==> config.mk <==
export PLATFORM = sky130hd
export DESIGN_NAME = battle_sequencer_flat
export DESIGN_NICKNAME = d
export VERILOG_FILES = /design/src/rtl/battle_pkg.sv /design/src/rtl/battle_sequencer_if.sv /design/src/rtl/hp_counter.sv /design/src/rtl/battle_sequencer.sv /design/src/flat_wrapper.sv
export SDC_FILE = /design/constraint.sdc
export NUM_CORES = 1
export LEC_CHECK = 0
export ABC_AREA = 1
export CORE_ASPECT_RATIO = 0.75
export CORE_MARGIN = 8
export CORE_UTILIZATION = 30
export CTS_CLUSTER_DIAMETER = 80
export DETAILED_ROUTE_END_ITERATION = 12
export GPL_TIMING_DRIVEN = 1
export PLACE_DENSITY = 0.48
export SLEW_MARGIN = 30
export SYNTH_ARGS = -nofsm -noshare
export SYNTH_HDL_FRONTEND = slang
export SYNTH_SLANG_ARGS = --single-unit
==> constraint.sdc <==
create_clock -name clk -period 2.2 [get_ports clk]
set_input_delay 0.55 -clock clk [delete_from_list [all_inputs] [get_ports clk]]
set_output_delay 0.55 -clock clk [all_outputs]
set_load 0.005 [all_outputs]
==> src/rtl/battle_pkg.sv <==
`default_nettype none
// ============================================================================
//  Module   : battle_pkg
//  Purpose  : Shared types for the battle turn scheduler: phase encoding
//             (doubles as the state_out code seen by the renderer) and the
//             menu choice encoding.
//  Revision : 1.0 - initial release
// ============================================================================
package battle_pkg;

    typedef enum logic [3:0] {
        PH_MENU   = 4'b0000,
        PH_PLAYER = 4'b0001,
        PH_ENEMY  = 4'b1000,
        PH_LOSE   = 4'b0010,
        PH_WIN    = 4'b0100,
        PH_IDLE   = 4'b1111
    } phase_t;

    localparam logic [1:0] c_CHOICE_FIGHT = 2'b00;
    localparam logic [1:0] c_CHOICE_HEAL  = 2'b01;

    // Phase that follows a menu selection; unknown codes behave as FIGHT.
    function automatic phase_t menu_next(input logic [1:0] choice);
        phase_t p;
        case (choice)
            c_CHOICE_FIGHT: p = PH_PLAYER;
            c_CHOICE_HEAL:  p = PH_ENEMY;
            default:        p = PH_PLAYER;
        endcase
        return p;
    endfunction

    function automatic logic is_terminal(input phase_t p);
        return (p == PH_WIN) || (p == PH_LOSE);
    endfunction

endpackage
`default_nettype wire

==> src/rtl/battle_sequencer_if.sv <==
`default_nettype none
// ============================================================================
//  Module   : battle_sequencer_if
//  Purpose  : Bundles the phase-module handshakes and the status outputs of
//             the battle sequencer.
//  Modports : slave  - the sequencer (consumes *_in, drives *_out)
//             master - the game-side environment (drives *_in)
//  Revision : 1.0 - initial release
// ============================================================================
interface battle_sequencer_if;
    logic       new_frame_in;
    logic       menu_done_in;
    logic [1:0] menu_choice_in;
    logic       player_done_in;
    logic [7:0] player_dmg_in;
    logic       enemy_done_in;
    logic       enemy_hit_in;
    logic       restart_in;

    logic [3:0] state_out;
    logic       phase_start_out;
    logic       round_rst_out;
    logic [7:0] player_hp_out;
    logic [7:0] enemy_hp_out;
    logic [7:0] round_count_out;
    logic       game_over_out;
    logic       win_out;

    modport slave (
        input  new_frame_in, menu_done_in, menu_choice_in, player_done_in,
               player_dmg_in, enemy_done_in, enemy_hit_in, restart_in,
        output state_out, phase_start_out, round_rst_out, player_hp_out,
               enemy_hp_out, round_count_out, game_over_out, win_out
    );

    modport master (
        output new_frame_in, menu_done_in, menu_choice_in, player_done_in,
               player_dmg_in, enemy_done_in, enemy_hit_in, restart_in,
        input  state_out, phase_start_out, round_rst_out, player_hp_out,
               enemy_hp_out, round_count_out, game_over_out, win_out
    );
endinterface
`default_nettype wire

==> src/rtl/hp_counter.sv <==
`default_nettype none
// ============================================================================
//  Module   : hp_counter
//  Purpose  : 8-bit hit-point register. Add saturates at MAX, subtract floors
//             at 0, load restores MAX. Priority: load > add > sub.
//  Ports    : clk, rst_n (async, active low, resets to MAX)
//             i_load, i_add, i_sub - operation strobes
//             i_amount             - operand for add/sub
//             o_value              - current HP (registered)
//  Revision : 1.0 - initial release
// ============================================================================
module hp_counter #(
    parameter int unsigned MAX = 255
) (
    input  wire logic       clk,
    input  wire logic       rst_n,
    input  wire logic       i_load,
    input  wire logic       i_add,
    input  wire logic       i_sub,
    input  wire logic [7:0] i_amount,
    output logic      [7:0] o_value
);
    localparam logic [8:0] c_MAX = 9'(MAX);

    logic [7:0] r_value;
    logic [8:0] w_sum_raw;
    logic [7:0] w_sum_sat;
    logic [7:0] w_diff_sat;

    always_comb begin
        w_sum_raw  = {1'b0, r_value} + {1'b0, i_amount};
        w_sum_sat  = (w_sum_raw > c_MAX) ? c_MAX[7:0] : w_sum_raw[7:0];
        w_diff_sat = (r_value > i_amount) ? (r_value - i_amount) : 8'd0;
    end

    always_ff @(posedge clk or negedge rst_n) begin
        if (!rst_n) begin
            r_value <= c_MAX[7:0];
        end else if (i_load) begin
            r_value <= c_MAX[7:0];
        end else if (i_add) begin
            r_value <= w_sum_sat;
        end else if (i_sub) begin
            r_value <= w_diff_sat;
        end
    end

    assign o_value = r_value;
endmodule
`default_nettype wire

==> src/rtl/battle_sequencer.sv <==
`default_nettype none
// ============================================================================
//  Module   : battle_sequencer
//  Purpose  : Turn scheduler for the battle screen. Walks MENU -> PLAYER ->
//             ENEMY (or MENU -> ENEMY on HEAL), tracks both HP values and the
//             round count, and decides WIN/LOSE. Every phase change is held
//             pending and committed on the next frame start so the renderer
//             never changes source mid-frame.
//  Ports    : clk, rst_n (async, active low)
//             bus (slave) - phase handshakes in, phase/HP/status out
//  Revision : 1.0 - initial release
// ============================================================================
module battle_sequencer
    import battle_pkg::*;
#(
    parameter int unsigned PLAYER_HP_MAX        = 20,
    parameter int unsigned ENEMY_HP_MAX         = 100,
    parameter int unsigned HIT_DAMAGE           = 4,
    parameter int unsigned HEAL_AMOUNT          = 8,
    parameter int unsigned ENEMY_TIMEOUT_FRAMES = 600
) (
    input wire logic           clk,
    input wire logic           rst_n,
    battle_sequencer_if.slave  bus
);
    localparam int          c_TW      = $clog2(ENEMY_TIMEOUT_FRAMES + 1);
    localparam logic [c_TW-1:0] c_TIMEOUT = c_TW'(ENEMY_TIMEOUT_FRAMES);
    localparam logic [7:0]  c_HIT     = 8'(HIT_DAMAGE);
    localparam logic [7:0]  c_HEAL    = 8'(HEAL_AMOUNT);

    phase_t          r_phase;
    phase_t          r_next_phase;
    logic            r_pending;
    logic [c_TW-1:0] r_timeout;
    logic [7:0]      r_round;
    logic            r_menu_q;
    logic            r_player_q;
    logic            r_enemy_q;
    logic            r_phase_start;
    logic            r_round_rst;
    logic            r_game_over;
    logic            r_win;

    logic [7:0] w_player_hp;
    logic [7:0] w_enemy_hp;
    logic       w_menu_evt;
    logic       w_player_evt;
    logic       w_enemy_active;
    logic       w_hit;
    logic       w_fatal;
    logic       w_enemy_exit;
    logic       w_heal;
    logic       w_restart;
    logic       w_commit;
    logic [7:0] w_player_amt;

    // Events only count in their own phase and only until a request is
    // pending; hits additionally stop once an ENEMY exit is pending.
    always_comb begin
        w_menu_evt     = bus.menu_done_in & ~r_menu_q &
                         (r_phase == PH_MENU) & ~r_pending;
        w_player_evt   = bus.player_done_in & ~r_player_q &
                         (r_phase == PH_PLAYER) & ~r_pending;
        w_enemy_active = (r_phase == PH_ENEMY) & ~r_pending;
        w_hit          = w_enemy_active & bus.enemy_hit_in;
        w_fatal        = w_hit & (w_player_hp <= c_HIT);
        w_enemy_exit   = w_enemy_active &
                         ((bus.enemy_done_in & ~r_enemy_q) | (r_timeout == c_TIMEOUT));
        w_heal         = w_menu_evt & (bus.menu_choice_in == c_CHOICE_HEAL);
        w_restart      = bus.restart_in & is_terminal(r_phase);
        // r_pending is registered, so a frame in the event cycle cannot commit.
        w_commit       = r_pending & bus.new_frame_in;
        w_player_amt   = w_heal ? c_HEAL : c_HIT;
    end

    hp_counter #(.MAX(PLAYER_HP_MAX)) u_player_hp (
        .clk      (clk),
        .rst_n    (rst_n),
        .i_load   (w_restart),
        .i_add    (w_heal),
        .i_sub    (w_hit),
        .i_amount (w_player_amt),
        .o_value  (w_player_hp)
    );

    hp_counter #(.MAX(ENEMY_HP_MAX)) u_enemy_hp (
        .clk      (clk),
        .rst_n    (rst_n),
        .i_load   (w_restart),
        .i_add    (1'b0),
        .i_sub    (w_player_evt),
        .i_amount (bus.player_dmg_in),
        .o_value  (w_enemy_hp)
    );

    always_ff @(posedge clk or negedge rst_n) begin
        if (!rst_n) begin
            r_phase       <= PH_IDLE;
            r_next_phase  <= PH_IDLE;
            r_pending     <= 1'b0;
            r_timeout     <= '0;
            r_round       <= 8'd0;
            r_menu_q      <= 1'b0;
            r_player_q    <= 1'b0;
            r_enemy_q     <= 1'b0;
            r_phase_start <= 1'b0;
            r_round_rst   <= 1'b0;
            r_game_over   <= 1'b0;
            r_win         <= 1'b0;
        end else begin
            r_menu_q      <= bus.menu_done_in;
            r_player_q    <= bus.player_done_in;
            r_enemy_q     <= bus.enemy_done_in;
            r_phase_start <= 1'b0;
            r_round_rst   <= 1'b0;

            // Frames spent in the committed ENEMY phase; cleared on leaving.
            if ((r_phase == PH_ENEMY) && !w_commit) begin
                if (bus.new_frame_in && (r_timeout < c_TIMEOUT)) begin
                    r_timeout <= r_timeout + 1'b1;
                end
            end else begin
                r_timeout <= '0;
            end

            case (r_phase)
                PH_IDLE: begin
                    if (bus.new_frame_in) begin
                        r_phase       <= PH_MENU;
                        r_phase_start <= 1'b1;
                    end
                end
                PH_WIN, PH_LOSE: begin
                    if (w_restart) begin
                        r_phase     <= PH_IDLE;
                        r_round     <= 8'd0;
                        r_game_over <= 1'b0;
                        r_win       <= 1'b0;
                    end
                end
                default: begin
                    if (w_commit) begin
                        r_phase       <= r_next_phase;
                        r_pending     <= 1'b0;
                        r_phase_start <= 1'b1;
                        r_game_over   <= is_terminal(r_next_phase);
                        r_win         <= (r_next_phase == PH_WIN);
                        if ((r_phase == PH_ENEMY) && (r_next_phase == PH_MENU)) begin
                            r_round_rst <= 1'b1;
                            if (r_round != 8'hFF) begin
                                r_round <= r_round + 8'd1;
                            end
                        end
                    end else if (w_menu_evt) begin
                        r_pending    <= 1'b1;
                        r_next_phase <= menu_next(bus.menu_choice_in);
                    end else if (w_player_evt) begin
                        r_pending <= 1'b1;
                        if (w_enemy_hp <= bus.player_dmg_in) begin
                            r_next_phase <= PH_WIN;
                        end else begin
                            r_next_phase <= PH_ENEMY;
                        end
                    end else if (w_fatal) begin
                        // A killing hit wins over a same-cycle done/timeout.
                        r_pending    <= 1'b1;
                        r_next_phase <= PH_LOSE;
                    end else if (w_enemy_exit) begin
                        r_pending    <= 1'b1;
                        r_next_phase <= PH_MENU;
                    end
                end
            endcase
        end
    end

    assign bus.state_out       = r_phase;
    assign bus.phase_start_out = r_phase_start;
    assign bus.round_rst_out   = r_round_rst;
    assign bus.player_hp_out   = w_player_hp;
    assign bus.enemy_hp_out    = w_enemy_hp;
    assign bus.round_count_out = r_round;
    assign bus.game_over_out   = r_game_over;
    assign bus.win_out         = r_win;
endmodule
`default_nettype wire

==> src/flat_wrapper.sv <==
// flat-port wrapper written by rule: the top's interface ports become plain ports
module battle_sequencer_flat import battle_pkg::*;
#(
    parameter int unsigned PLAYER_HP_MAX        = 20,
    parameter int unsigned ENEMY_HP_MAX         = 100,
    parameter int unsigned HIT_DAMAGE           = 4,
    parameter int unsigned HEAL_AMOUNT          = 8,
    parameter int unsigned ENEMY_TIMEOUT_FRAMES = 600
)
  (clk, rst_n, bus_new_frame_in, bus_menu_done_in, bus_menu_choice_in, bus_player_done_in, bus_player_dmg_in, bus_enemy_done_in, bus_enemy_hit_in, bus_restart_in, bus_state_out, bus_phase_start_out, bus_round_rst_out, bus_player_hp_out, bus_enemy_hp_out, bus_round_count_out, bus_game_over_out, bus_win_out);
  battle_sequencer_if bus_i ();
  input wire logic clk;
  input wire logic rst_n;
  input wire logic [$bits(bus_i.new_frame_in)-1:0] bus_new_frame_in;
  input wire logic [$bits(bus_i.menu_done_in)-1:0] bus_menu_done_in;
  input wire logic [$bits(bus_i.menu_choice_in)-1:0] bus_menu_choice_in;
  input wire logic [$bits(bus_i.player_done_in)-1:0] bus_player_done_in;
  input wire logic [$bits(bus_i.player_dmg_in)-1:0] bus_player_dmg_in;
  input wire logic [$bits(bus_i.enemy_done_in)-1:0] bus_enemy_done_in;
  input wire logic [$bits(bus_i.enemy_hit_in)-1:0] bus_enemy_hit_in;
  input wire logic [$bits(bus_i.restart_in)-1:0] bus_restart_in;
  output wire logic [$bits(bus_i.state_out)-1:0] bus_state_out;
  output wire logic [$bits(bus_i.phase_start_out)-1:0] bus_phase_start_out;
  output wire logic [$bits(bus_i.round_rst_out)-1:0] bus_round_rst_out;
  output wire logic [$bits(bus_i.player_hp_out)-1:0] bus_player_hp_out;
  output wire logic [$bits(bus_i.enemy_hp_out)-1:0] bus_enemy_hp_out;
  output wire logic [$bits(bus_i.round_count_out)-1:0] bus_round_count_out;
  output wire logic [$bits(bus_i.game_over_out)-1:0] bus_game_over_out;
  output wire logic [$bits(bus_i.win_out)-1:0] bus_win_out;
  assign bus_i.new_frame_in = bus_new_frame_in;
  assign bus_i.menu_done_in = bus_menu_done_in;
  assign bus_i.menu_choice_in = bus_menu_choice_in;
  assign bus_i.player_done_in = bus_player_done_in;
  assign bus_i.player_dmg_in = bus_player_dmg_in;
  assign bus_i.enemy_done_in = bus_enemy_done_in;
  assign bus_i.enemy_hit_in = bus_enemy_hit_in;
  assign bus_i.restart_in = bus_restart_in;
  assign bus_state_out = bus_i.state_out;
  assign bus_phase_start_out = bus_i.phase_start_out;
  assign bus_round_rst_out = bus_i.round_rst_out;
  assign bus_player_hp_out = bus_i.player_hp_out;
  assign bus_enemy_hp_out = bus_i.enemy_hp_out;
  assign bus_round_count_out = bus_i.round_count_out;
  assign bus_game_over_out = bus_i.game_over_out;
  assign bus_win_out = bus_i.win_out;
  battle_sequencer #(.PLAYER_HP_MAX(PLAYER_HP_MAX), .ENEMY_HP_MAX(ENEMY_HP_MAX), .HIT_DAMAGE(HIT_DAMAGE), .HEAL_AMOUNT(HEAL_AMOUNT), .ENEMY_TIMEOUT_FRAMES(ENEMY_TIMEOUT_FRAMES)) u_core (.clk(clk), .rst_n(rst_n), .bus(bus_i));
endmodule
# [Word-level counts from Yosys, hierarchy flattened]
# Cells that the tools add are included.
[classes] addsub=5 magnitude_cmp=6 eq_ne=13 mux=42 n_bitwise=22 n_reduce_logical=23
[ops] op="8-bit 2-to-1 mux" n=12
[ops] op="4-bit 2-to-1 mux" n=10
[ops] op="10-bit 2-to-1 mux" n=2
[ops] op="8-bit greater-than comparator" n=2
[ops] op="8-bit one-hot mux with 2 select lines" n=1
[ops] op="8-bit subtractor" n=2
[ops] op="1-bit bitwise AND" n=14
[ops] op="1-bit 2-to-1 mux" n=13
[ops] op="10-bit by 1-bit adder with 10-bit output, second input constant" n=1
[ops] op="10-bit == test, second input constant" n=1
[ops] op="10-bit less-than comparator, second input constant" n=1
[ops] op="8-bit by 8-bit adder with 9-bit output" n=1
[ops] op="9-bit by 5-bit greater-than comparator with 1-bit output, second input constant" n=1
[ops] op="3-bit AND reduction" n=3
[ops] op="8-bit by 1-bit adder with 8-bit output, second input constant" n=1
[ops] op="4-bit by 2-bit == test with 1-bit output, second input constant" n=2
[ops] op="4-bit by 3-bit == test with 1-bit output, second input constant" n=2
[ops] op="4-bit == test, second input constant" n=2
[ops] op="8-bit by 3-bit less-or-equal comparator with 1-bit output, second input constant" n=1
[ops] op="8-bit less-or-equal comparator" n=1
[ops] op="4-bit zero test" n=2
[ops] op="8-bit != test, second input constant" n=1
[ops] op="4-bit one-hot mux with 2 select lines" n=1
[ops] op="2-bit nonzero test" n=4
[ops] op="other kinds (16)" n=30
[word_totals] reg_bits=50 elab_cells=125

# [Longest topological paths before layout]
[logic_depth] word_depth=11 depth_mapped=16 ltp_nobuf=15

# [Hierarchy]
# Synthesis repeated with hierarchy kept, for this count alone.
[hier_totals] hier_cells=690 hier_area_um2=4718.3
[by_module_without_submodules] mod="battle_sequencer" n_inst=1 cells_each=302 area_per_inst_um2=2227.1 seq_area_each_um2=860.8
[by_module_without_submodules] mod="hp_counter at u_core.u_enemy_hp" n_inst=1 cells_each=207 area_per_inst_um2=1293.7 seq_area_each_um2=203.9
[by_module_without_submodules] mod="hp_counter at u_core.u_player_hp" n_inst=1 cells_each=181 area_per_inst_um2=1197.4 seq_area_each_um2=202.7

# [Worst setup path after synthesis]
# No wires, ideal clock.
[synth_timing] path_kind="input-to-reg" startpoint="in bus_menu_done_in" endpoint="reg u_core.u_player_hp.r_value[3] (netlist: u_core.u_player_hp.o_value[3])" setup_ps=65 arrival_ps=2240 required_time_ps=2135 setup_slack_ps=-106 path_stages=15 path_buffers=1 path_cell_list="nand2_1 -> nor3_2 -> nand2_1 -> buf_4 -> ha_1 -> fa_1 -> inv_1 -> nand2_1 -> nand3_1 -> nand2_1 -> nor2_1 -> nand3_1 -> nand2_1 -> nand2_1 -> nand2_1"
[synth_via] elab_chain_cells=10 word_cells_on_any_way=15 classes_between="2 x add/sub; 2 x order compare; 6 x mux; 4 x bitwise; 1 x reduce/logical"
[synth_lines] element="start, declared" line_no="flat_wrapper.sv:15" rtl="input wire logic [$bits(bus_i.menu_done_in)-1:0] bus_menu_done_in;"
[synth_lines] element="1-bit bitwise AND * (2 in a row)" line_no="battle_sequencer.sv:60" rtl="w_menu_evt = bus.menu_done_in & ~r_menu_q &"
[synth_lines] element="1-bit bitwise AND *" line_no="battle_sequencer.sv:61" rtl="(r_phase == PH_MENU) & ~r_pending;"
[synth_lines] element="1-bit bitwise AND *" line_no="battle_sequencer.sv:69" rtl="w_heal = w_menu_evt & (bus.menu_choice_in == c_CHOICE_HEAL);"
[synth_lines] element="4-bit 2-to-1 mux" line_no="battle_sequencer.sv:73" rtl="w_player_amt = w_heal ? c_HEAL : c_HIT;"
[synth_lines] element="8-bit by 8-bit adder with 9-bit output (tied with other cells)" line_no="hp_counter.sv:31" rtl="w_sum_raw = {1'b0, r_value} + {1'b0, i_amount};"
[synth_lines] element="9-bit by 5-bit greater-than comparator with 1-bit output or 8-bit 2-to-1 mux (tied branches)" line_no="hp_counter.sv:32, hp_counter.sv:33"
[synth_lines] element="8-bit 2-to-1 mux, on equally long branches" line_no="hp_counter.sv:32, hp_counter.sv:43"
[synth_lines] element="8-bit 2-to-1 mux" line_no="hp_counter.sv:41" rtl="end else if (i_add) begin"
[synth_lines] element="8-bit 2-to-1 mux" line_no="hp_counter.sv:39" rtl="end else if (i_load) begin"
[synth_lines] element="end signal, assigned" line_no="hp_counter.sv:38" rtl="r_value <= c_MAX[7:0];"
[synth_lines] element="end signal, assigned" line_no="hp_counter.sv:40" rtl="r_value <= c_MAX[7:0];"
[synth_lines] element="end signal, assigned" line_no="hp_counter.sv:42" rtl="r_value <= w_sum_sat;"
[synth_lines] element="end, declared" line_no="hp_counter.sv:25" rtl="logic [7:0] r_value;"
# Every way passes the cells marked *; elsewhere a longest branch is shown, timed or not. The select of a mux whose other input is x is not followed.
# A chain may end at the register's enable or synchronous reset.

# [Worst setup path in the final report]
[layout_timing] startpoint="reg u_core.r_phase[0] (netlist: u_core.bus.state_out[0])" endpoint="reg u_core.u_player_hp.r_value[3] (netlist: u_core.u_player_hp.o_value[3])"
[layout_via] elab_chain_cells=10 word_cells_on_any_way=22 classes_between="2 x add/sub; 2 x order compare; 3 x eq/ne; 6 x mux; 6 x bitwise; 3 x reduce/logical"
[layout_lines] element="start, declared" line_no="battle_sequencer.sv:31" rtl="phase_t r_phase;"
[layout_lines] element="start signal, assigned" line_no="battle_sequencer.sv:143" rtl="r_phase <= r_next_phase;"
[layout_lines] element="4-bit zero test" line_no="battle_sequencer.sv:61"
[layout_lines] element="1-bit bitwise AND" line_no="battle_sequencer.sv:60"
[layout_lines] element="1-bit bitwise AND" line_no="battle_sequencer.sv:61"
[layout_lines] element="1-bit bitwise AND" line_no="battle_sequencer.sv:69"
[layout_lines] element="4-bit 2-to-1 mux" line_no="battle_sequencer.sv:73"
[layout_lines] element="8-bit by 8-bit adder with 9-bit output (tied with other cells)" line_no="hp_counter.sv:31"
[layout_lines] element="9-bit by 5-bit greater-than comparator with 1-bit output or 8-bit 2-to-1 mux (tied branches)" line_no="hp_counter.sv:32, hp_counter.sv:33"
[layout_lines] element="8-bit 2-to-1 mux, on equally long branches" line_no="hp_counter.sv:32, hp_counter.sv:43"
[layout_lines] element="8-bit 2-to-1 mux" line_no="hp_counter.sv:41"
[layout_lines] element="8-bit 2-to-1 mux" line_no="hp_counter.sv:39"
# Several ways; a longest one is shown, not always the timed one. The select of a mux whose other input is x is not followed.

==> flow_summary.ini <==
[pwr]
seq_power_share_pct = 29.3
leakagePower_uw = 0.00223
vdd_ir_drop_max_uv = 398
clkPwrFrac_pct = 17.1
p_switching_uw = 1920
switching_share_pct = 40.4
p_int_uw = 2830
p_per_area_nw_per_um2 = 1060
comb_power_share_pct = 53.6

[detailed_routing]
drtPass1Iterations = 4
wl_per_cell_um = 12.8
vias_per_cell = 4.50
drc = 0
num_vias = 3108
postRouteAntennaNets = 0
drt_iter0_markers = 144
postRouteWirelength_um = 8820

[clock_network]
clock-sinks = 48
tritoncts = done
root_buffer = clkbuf_16
clockBufferDepth = 2
cts_made_buffers = 5
clk_pin_slew_worst_paths_ns = 0.06
clock_latency_ns = 0.29
postCtsHoldBufs = 0
h-tree-depth = 2

[grt]
overflow = 0
first_global_vias = 2899
grt_pass1_wl_um = 14500
grtUsageTotal_pct = 12.3
grt_max_degree = 23
grt_antenna_before_repair = 0

[synthesis]
synth_seq_cells = 48
synthArstFlopShare_pct = 100
synth_ff_type = dfrtp_1
yosys.area.top_type = dfrtp_1
syn_inst = 460
ys_seq_area_share_pct = 37.2
syn_area_um2 = 3270
ys_types = 35
yosys_warnings = 0
synth_top_area_share_pct = 26.8
synth_edf_count = 0
syn_area_per_cell_um2 = 7.11
synth_area_leaders = dfrtp_1 (27%), nand2_1 (16%), dfstp_2 (10%)

[floorplan]
die_area_um2 = 14500
io-pin-count = 50
row_count = 33
die_x_um = 137
die_h_um = 106
start_util_pct = 30.3
core_region_area_um2 = 10800

[sta]
clock_skew_ns = 0.00389
fin_crit_sh_pct = 101
drv_slew = 0
rsz0062_at_grt = true
achievable-frequency_ghz = 0.450
hold_ws_ns = 0.209
hold_violations = 0
setup_viol = 3
setup_ws_ns = -0.0242
fin_crit_ns = 2.22

[placed_design]
gp_congestion = 0.863
place_ws_ns = -0.618
portBuffers = 47
place_inst = 677
dp_hpwl_um = 6830

[critical_path]
critPathKind = register to register
cp-end-kind = register
start_kind = register
worst_ep_arrival_time_ns = 2.41
cp.required_ns = 2.39
crit_fanout = 3
r2r_cells = 14

[job]
max-cap-violations = 0

[final_layout]
final_cell_mix = nand2_1 (132), inv_1 (65), clkdlybuf4s50_1 (43)
layout.nets = 588
drive_gt1_share_pct = 20.1
syn_to_final_growth_pct = 37.2
mostFrequentLayoutCell = nand2_1
layout.cells.non_filler = 691
num_antenna_cells = 0

[run_status]
violations = negative setup slack
outcome = finished with violations

[worst_hold_path]
hold_path.class = input port to async pin
## cells by family (layout without fill, tap and decap cells)
family                     after synthesis  count (layout)  synth area share [%]
other                                    1               2                 0.115
and+or+nand+nor                        255             256                  34.1
buffers and inverters                   79             168                  9.75
DFF                                     48              48                  37.2
AOI/OAI and AO/OA                       49              49                  8.42
adders and majority gates               19              19                  7.96
xor gates and xnor gates                 9               9                  2.41
## stage by stage
stage | TNS (ns) | cell area, um^2 | total power (uW) | utilization, %
final | -0.0475 | 4490 | 4750 | 41.6
after global routing | -0.633 | 4490 | 5180 | 41.6
after CTS | -0.0110 | 4380 | 4650 | 40.7
after detailed placement | -4.97 | 4150 | 3730 | 38.5
after global placement | -4.54 | 4150 | 3700 | 38.5
after floorplan | -0.0168 | 3290 | 2760 | -
## power by group through the flow
stage | Combinational (uW) | Clock (uW) | Sequential, uW
2_1_floorplan | 1370 | 0 | 1380
3_3_place_gp | 2310 | 0 | 1390
3_5_place_dp | 2330 | 0 | 1400
4_1_cts | 2420 | 841 | 1390
5_1_grt | 2870 | 875 | 1430
6_report | 2550 | 812 | 1390
## timing repair
item	4_1_cts	5_1_grt
endpoints found under the hold margin	0	0
gates cloned	0	1
buffers inserted	4	2
setup endpoints to repair	6	10
resized for setup	19	22
pin swaps	9	4
## cell usage after synthesis (5+ instances only)
master,number
nand3_1,35
nand4_1,11
nor2_1,42
nand2_1,140
nor3_1,8
xor2_1,5
dfstp_2,13
o21ai_0,25
ha_1,16
a21oi_1,12
dfrtp_1,35
inv_1,68
## critical path, cell delays in order, from the launching register on
cell and delay [ns]:
dfstp_2 0.38, nor2_4 0.14, nand2_2 0.08, nor3_4 0.15, nand2_2 0.09, buf_6 0.13
ha_4 0.16, fa_2 0.55, nand3_2 0.08, nand2_2 0.09, nor2_4 0.05, nand3_2 0.07
nand2_1 0.05, nand2_1 0.06, nand2_1 0.05
## state kept, by name (all words and copies together), names as in the netlist
signal                      count
u_core.bus.phase_start_out      1
u_core.bus.game_over_out        1
u_core.r_timeout               10
u_core.r_pending                1
u_core.u_enemy_hp.o_value       8
u_core.r_enemy_q                1
u_core.r_next_phase             4
u_core.u_player_hp.o_value      6
u_core.r_menu_q                 1
u_core.bus.state_out            4
u_core.bus.round_count_out      8
u_core.bus.round_rst_out        1
u_core.bus.win_out              1
u_core.r_player_q               1
## worst paths after layout
kind,slack [ns],to,startpoint
setup / recovery,-0.02,u_core.u_player_hp.o_value[3],u_core.bus.state_out[0]
hold / removal,0.21,u_core.r_timeout[0],rst_n
setup reg to reg,-0.02,u_core.u_player_hp.o_value[3],u_core.bus.state_out[0]
hold reg to reg,0.50,u_core.r_next_phase[2],u_core.r_next_phase[2]
max in group asynchronous,1.34,u_core.u_enemy_hp.o_value[2],rst_n
min in group clk,0.49,u_core.r_menu_q,bus_menu_done_in
## cell type report
cell class / instances / area (um^2)
multi-input combinational: 335 / 1880
timing repair buffer: 88 / 783
fill: 1091 / 6290
inverter: 73 / 275
sequential: 48 / 1220
clock buffer: 7 / 153
tap: 140 / 175
## routing by layer
layer | global-route usage, % | part of all wire [%]
met1 | 17.9 | 52
met2 | 17.6 | 41
met3 | 3.39 | 5.4
met4 | 3.05 | 0.85
met5 | 0 | 0
Power figures use the tool's default switching activity.
